### src/rtl/div_arbiter.sv
// Round-robin front end that shares one external divider among NUM_REQ requesters.
// A zero divisor is answered locally without starting the divider.
module div_arbiter #(
  parameter int C_WIDTH = 32,
  parameter int NUM_REQ = 4,
  parameter int ID_W    = (NUM_REQ > 1) ? $clog2(NUM_REQ) : 1
) (
  input  logic                       clk,
  input  logic                       rst,
  input  logic [NUM_REQ-1:0]         req_valid,
  input  logic [NUM_REQ*C_WIDTH-1:0] req_a,
  input  logic [NUM_REQ*C_WIDTH-1:0] req_b,
  output logic [NUM_REQ-1:0]         req_ready,
  output logic                       resp_valid,
  output logic [ID_W-1:0]            resp_id,
  output logic [C_WIDTH-1:0]         resp_q,
  output logic [C_WIDTH-1:0]         resp_r,
  input  logic                       resp_ready,
  output logic                       div_start,
  output logic                       div_ack,
  output logic [C_WIDTH-1:0]         div_a,
  output logic [C_WIDTH-1:0]         div_b,
  input  logic [C_WIDTH-1:0]         div_q,
  input  logic [C_WIDTH-1:0]         div_r,
  input  logic                       div_complete
);

  typedef enum logic [1:0] {IDLE, START, BUSY, RESP} state_t;

  state_t             state_q, state_d;
  logic [ID_W-1:0]    rr_ptr_q, rr_ptr_d;
  logic [ID_W-1:0]    op_id_q, op_id_d;
  logic [C_WIDTH-1:0] op_a_q, op_a_d;
  logic [C_WIDTH-1:0] op_b_q, op_b_d;
  logic [C_WIDTH-1:0] res_q_q, res_q_d;
  logic [C_WIDTH-1:0] res_r_q, res_r_d;

  logic               grant_found;
  logic [ID_W-1:0]    grant_id;
  logic [ID_W-1:0]    rr_next;
  logic [C_WIDTH-1:0] sel_a, sel_b;
  logic               accept;
  logic               div_active;

  // First valid requester at or above rr_ptr, wrapping past NUM_REQ-1.
  always_comb begin
    grant_found = 1'b0;
    grant_id    = '0;
    for (int i = 0; i < NUM_REQ; i++) begin
      if (!grant_found && req_valid[(int'(rr_ptr_q) + i) % NUM_REQ]) begin
        grant_found = 1'b1;
        grant_id    = ID_W'((int'(rr_ptr_q) + i) % NUM_REQ);
      end
    end
  end

  always_comb begin
    sel_a = '0;
    sel_b = '0;
    for (int j = 0; j < NUM_REQ; j++) begin
      if (grant_id == ID_W'(j)) begin
        sel_a = req_a[j*C_WIDTH +: C_WIDTH];
        sel_b = req_b[j*C_WIDTH +: C_WIDTH];
      end
    end
  end

  assign accept  = grant_found && (state_q == IDLE) && !rst;
  assign rr_next = (int'(grant_id) == NUM_REQ - 1) ? '0 : grant_id + ID_W'(1);

  always_comb begin
    for (int j = 0; j < NUM_REQ; j++) begin
      req_ready[j] = accept && (grant_id == ID_W'(j));
    end
  end

  always_comb begin
    state_d  = state_q;
    rr_ptr_d = rr_ptr_q;
    op_id_d  = op_id_q;
    op_a_d   = op_a_q;
    op_b_d   = op_b_q;
    res_q_d  = res_q_q;
    res_r_d  = res_r_q;
    unique case (state_q)
      IDLE: begin
        if (accept) begin
          op_id_d  = grant_id;
          op_a_d   = sel_a;
          op_b_d   = sel_b;
          rr_ptr_d = rr_next;
          if (sel_b == '0) begin
            res_q_d = '1;
            res_r_d = sel_a;
            state_d = RESP;
          end else begin
            state_d = START;
          end
        end
      end
      START: state_d = BUSY;
      BUSY: begin
        if (div_complete) begin
          res_q_d = div_q;
          res_r_d = div_r;
          state_d = RESP;
        end
      end
      RESP: begin
        if (resp_ready) state_d = IDLE;
      end
      default: state_d = IDLE;
    endcase
  end

  always_ff @(posedge clk) begin
    if (rst) begin
      state_q  <= IDLE;
      rr_ptr_q <= '0;
      op_id_q  <= '0;
      op_a_q   <= '0;
      op_b_q   <= '0;
      res_q_q  <= '0;
      res_r_q  <= '0;
    end else begin
      state_q  <= state_d;
      rr_ptr_q <= rr_ptr_d;
      op_id_q  <= op_id_d;
      op_a_q   <= op_a_d;
      op_b_q   <= op_b_d;
      res_q_q  <= res_q_d;
      res_r_q  <= res_r_d;
    end
  end

  // Outputs are forced low while rst is high, even before the reset edge lands.
  assign resp_valid = (state_q == RESP) && !rst;
  assign resp_id    = resp_valid ? op_id_q : '0;
  assign resp_q     = resp_valid ? res_q_q : '0;
  assign resp_r     = resp_valid ? res_r_q : '0;
  assign div_start  = (state_q == START) && !rst;
  assign div_ack    = (state_q == BUSY) && div_complete && !rst;
  assign div_active = ((state_q == START) || (state_q == BUSY)) && !rst;
  assign div_a      = div_active ? op_a_q : '0;
  assign div_b      = div_active ? op_b_q : '0;

endmodule

### config.mk
export PLATFORM = sky130hd
export DESIGN_NAME = div_arbiter
export DESIGN_NICKNAME = d
export VERILOG_FILES = /design/src/rtl/div_arbiter.sv
export SDC_FILE = /design/constraint.sdc
export NUM_CORES = 1
export LEC_CHECK = 0
export CAP_MARGIN = 20
export CELL_PAD_IN_SITES_DETAIL_PLACEMENT = 1
export CELL_PAD_IN_SITES_GLOBAL_PLACEMENT = 1
export CORE_MARGIN = 1.5
export CORE_UTILIZATION = 25
export CTS_CLUSTER_DIAMETER = 100
export DETAILED_ROUTE_END_ITERATION = 8
export PLACE_DENSITY = 0.89
export SLEW_MARGIN = 25
export SYNTH_ARGS = -nofsm -noshare
export SYNTH_HDL_FRONTEND = slang
export SYNTH_SLANG_ARGS = --single-unit
### constraint.sdc
create_clock -name clk -period 3.6 [get_ports clk]
set_input_delay 0.72 -clock clk [delete_from_list [all_inputs] [get_ports clk]]
set_output_delay 0.72 -clock clk [all_outputs]
set_load 0.05 [all_outputs]
==> flow_summary_export.csv <==
group,metric,value,unit
status,outcome,"finished, violations left",
status,violations,"setup timing",
floorplanning,initial_utilization,25.48,%
logic_synthesis,synth_cells,1219,
logic_synthesis,synth_seq_cells,134,
power_and_ir_drop,vdd_drop_max,297.4,µV
place,placed_area,14450,µm²
drt,viasPerCell,5.211,
cells_and_area,areaGrowthSynthToFinish,83.68,%
global_route,grt_pass1_vias,11880,
clock_tree,cts_sinks,134,
logic_synthesis,synth_edf_count,0,
logic_synthesis,synth_ff_type,"dfxtp_1",
place,port_buffers,464,
sta,max-slew-margin-rel,40.35,%
logic_synthesis,synth.avg_cell_area,7.256,µm²
clock_tree,cts_hold_buf,0,
sta,fmax,260.1,MHz
setup_path,critPathLaunchType,"input pin",
cells_and_area,antenna_cells,0,
drt,wl_per_cell,21.90,µm
place,hpwl,32450,µm
global_route,overflow,0,
flow_run,drv_cap,0,
floorplanning,row_count,68,
sta,hold_viol_final,0,
clock_tree,clock_latency,0.41,ns
cells_and_area,stdcell_area,16250,µm²
floorplanning,chipWidth,191.1,µm
logic_synthesis,yosysSeqAreaShare,30.33,%
setup_path,cp.required,3.90,ns
drt,drtAntennaViolNets,0,
logic_synthesis,syn_area,8845,µm²
drt,vias,11300,
floorplanning,die-area,36520,µm²
floorplanning,ios,465,
clock_tree,cts_made_buffers,17,
sta,rsz0062_at_grt,"true",
logic_synthesis,synth_cell_types,42,
global_route,grt_pass1_wl,67880,µm
sta,setup_viol,65,
global_route,gr-usage-all-layers,24.24,%
sta,fin_skew,0.009738,ns
sta,worstMarginPinSlew,0.8947,ns
power_and_ir_drop,p_total,0.01031,W
cells_and_area,drive_above_1_share,21.12,%
clock_tree,path_clk_slew,0.07,ns
drt,drc,0,
floorplanning,core,34710,µm²
clock_tree,clock_path_buffers,2,
setup_path,crit_type,"in -> reg",
sta,final.setup.worst_slack,-0.2440,ns
drt,wl,47500,µm
cells_and_area,fin_nets,2039,
place,gp_congestion,0.9211,
power_and_ir_drop,leakage,6.469,nW
floorplanning,die_y,191.1,µm
logic_synthesis,syn_nets,1556,
setup_path,cp-end-kind,"register",
logic_synthesis,synth_warnings,0,
drt,drt_iter0_drc,491,
clock_tree,cts_max_level,4,
logic_synthesis,async_reset_ff_share,0,%
clock_tree,root_buffer,"clkbuf_16",
setup_path,cp_max_fo,6,
setup_path,worst_ep_arrival_time,4.14,ns
hold_path,min_path_type,"reg -> reg",
drt,dr.pass1.iters,7,
sta,post-route-period-util,106.8,%
power_and_ir_drop,powerDensity,634.7,nW/µm²
sta,drv_slew,0,
sta,finalCriticalPeriod,3.844,ns
global_route,grt_max_degree,80,
global_route,antenna_found_initial,0,
clock_tree,cts_tree,"built",
## routing by layer
layer,global-route usage [%],wire length (µm),up-vias
li1,-,-,5253
met1,27.38,18700,5469
met2,42.63,23380,463
met3,5.544,3084,117
met4,12.08,2343,0
met5,0,0,-
## worst paths after layout
kind              slack, ns  cells past startpoint     endpoint    startpoint
setup reg to reg      -0.14                     21  res_q_q[12]   rr_ptr_q[0]
setup / recovery      -0.24                     21  res_q_q[12]  req_valid[2]
hold / removal         0.45                      2    op_b_q[9]     op_b_q[9]
hold reg to reg        0.45                      2    op_b_q[9]     op_b_q[9]
## per-stage QoR
stage / hold WS [ns] / instances / TNS, ns / setup slack [ns] / util (%)
5_1_grt: 0.4734 / 2169 / -12.41 / -0.2970 / 46.80
6_report: 0.4533 / 2169 / -6.550 / -0.2440 / 46.80
3_3_place_gp: 0.4374 / 2083 / -77.16 / -1.142 / 41.63
2_1_floorplan: 0.4317 / 1219 / 0 / 0.004338 / -
4_1_cts: 0.4534 / 2157 / -1.146 / -0.05400 / 45.82
3_5_place_dp: 0.4441 / 2083 / -91.84 / -1.317 / 41.63
## synthesized netlist by cell type, types with 2 or more instances
cell type,count,area share (%)
inv_2,2,0.085
dfxtp_1,134,30
o21a_1,2,0.17
a311oi_1,32,3.2
buf_1,7,0.30
mux2i_1,33,3.7
inv_1,42,1.8
or3_1,32,2.3
o21ai_0,34,1.9
nor4_1,2,0.14
ha_1,9,1.3
nand2b_1,33,2.3
nand3b_1,30,2.5
o2111ai_1,32,3.2
a21oi_1,163,9.2
nor2_1,12,0.51
buf_4,4,0.34
buf_2,17,0.96
a211oi_1,3,0.25
nor2b_1,2,0.14
buf_6,4,0.51
o31ai_1,31,2.6
and3_1,5,0.35
and2_1,131,9.3
o211a_1,32,3.6
nor4_2,2,0.28
o22ai_1,49,3.5
clkbuf_1,95,4.0
nand2_1,232,9.8
## cell type report
class	instances	area, µm²
Inverter	44	172.7
Clock buffer	18	439.2
Timing Repair Buffer	589	6182
Multi-Input combinational cell	916	6026
Sequential cell	134	2685
Clock inverter	13	171.4
Tap cell	455	569.3
Fill cell	4054	18470
## cells by family after synthesis
| logic type | after synthesis | synth area share (%) |
|---|---|---|
| fa+ha+maj | 9 | 1.273 |
| buf+inv | 171 | 8.007 |
| mux | 33 | 3.735 |
| flops | 134 | 30.33 |
| simple gates | 488 | 28.33 |
| compound gates | 384 | 28.32 |
## power breakdown
group          switching (W)  total (W)  leakage, nW  internal [W]
clock               0.000753    0.00187        0.293       0.00112
sequential          0.000229    0.00215         1.09       0.00192
combinational        0.00359    0.00629         5.08       0.00271
total                0.00457     0.0103         6.47       0.00574
## registers in the layout (all words and copies together) (netlist names)
signal,count
op_id_q,2
res_r_q,32
rr_ptr_q,2
res_q_q,32
state_q,2
op_a_q,32
op_b_q,32
## cell usage in the layout (no fill, tap or decap), types with 14 or more instances in the layout
cell type	count
inv_1	39
buf_6	15
a311oi_2	14
clkdlybuf4s50_1	348
buf_12	54
nand2b_1	33
dfxtp_1	132
buf_4	158
or3_1	32
mux2i_1	33
o2111ai_1	32
clkbuf_16	17
a21oi_1	156
a311oi_1	18
o21ai_0	34
o22ai_1	25
nand3b_1	30
nand2_1	230
and2_1	130
o211a_1	30
o22ai_2	22
o31ai_1	26
## repair_timing
action                     in CTS  in global routing
buffers inserted               34                 22
gates resized for setup        87                 62
gates cloned                   10                  0
setup endpoints to repair      82                 66
pin swaps                      60                 38
## worst max-delay path, cell delays in order
cell	delay [ns]
buf_8	0.10
inv_1	0.10
o22ai_1	0.15
a221oi_4	0.33
nand2_4	0.11
buf_6	0.15
ha_4	0.17
nor2_4	0.13
buf_6	0.12
buf_12	0.11
buf_8	0.10
o211a_1	0.18
o22ai_2	0.11
nor4_4	0.35
buf_4	0.16
and4_4	0.27
buf_8	0.14
buf_12	0.12
buf_16	0.11
a21oi_1	0.08
a311oi_1	0.30
No activity file was read; power rests on OpenSTA's default activity.
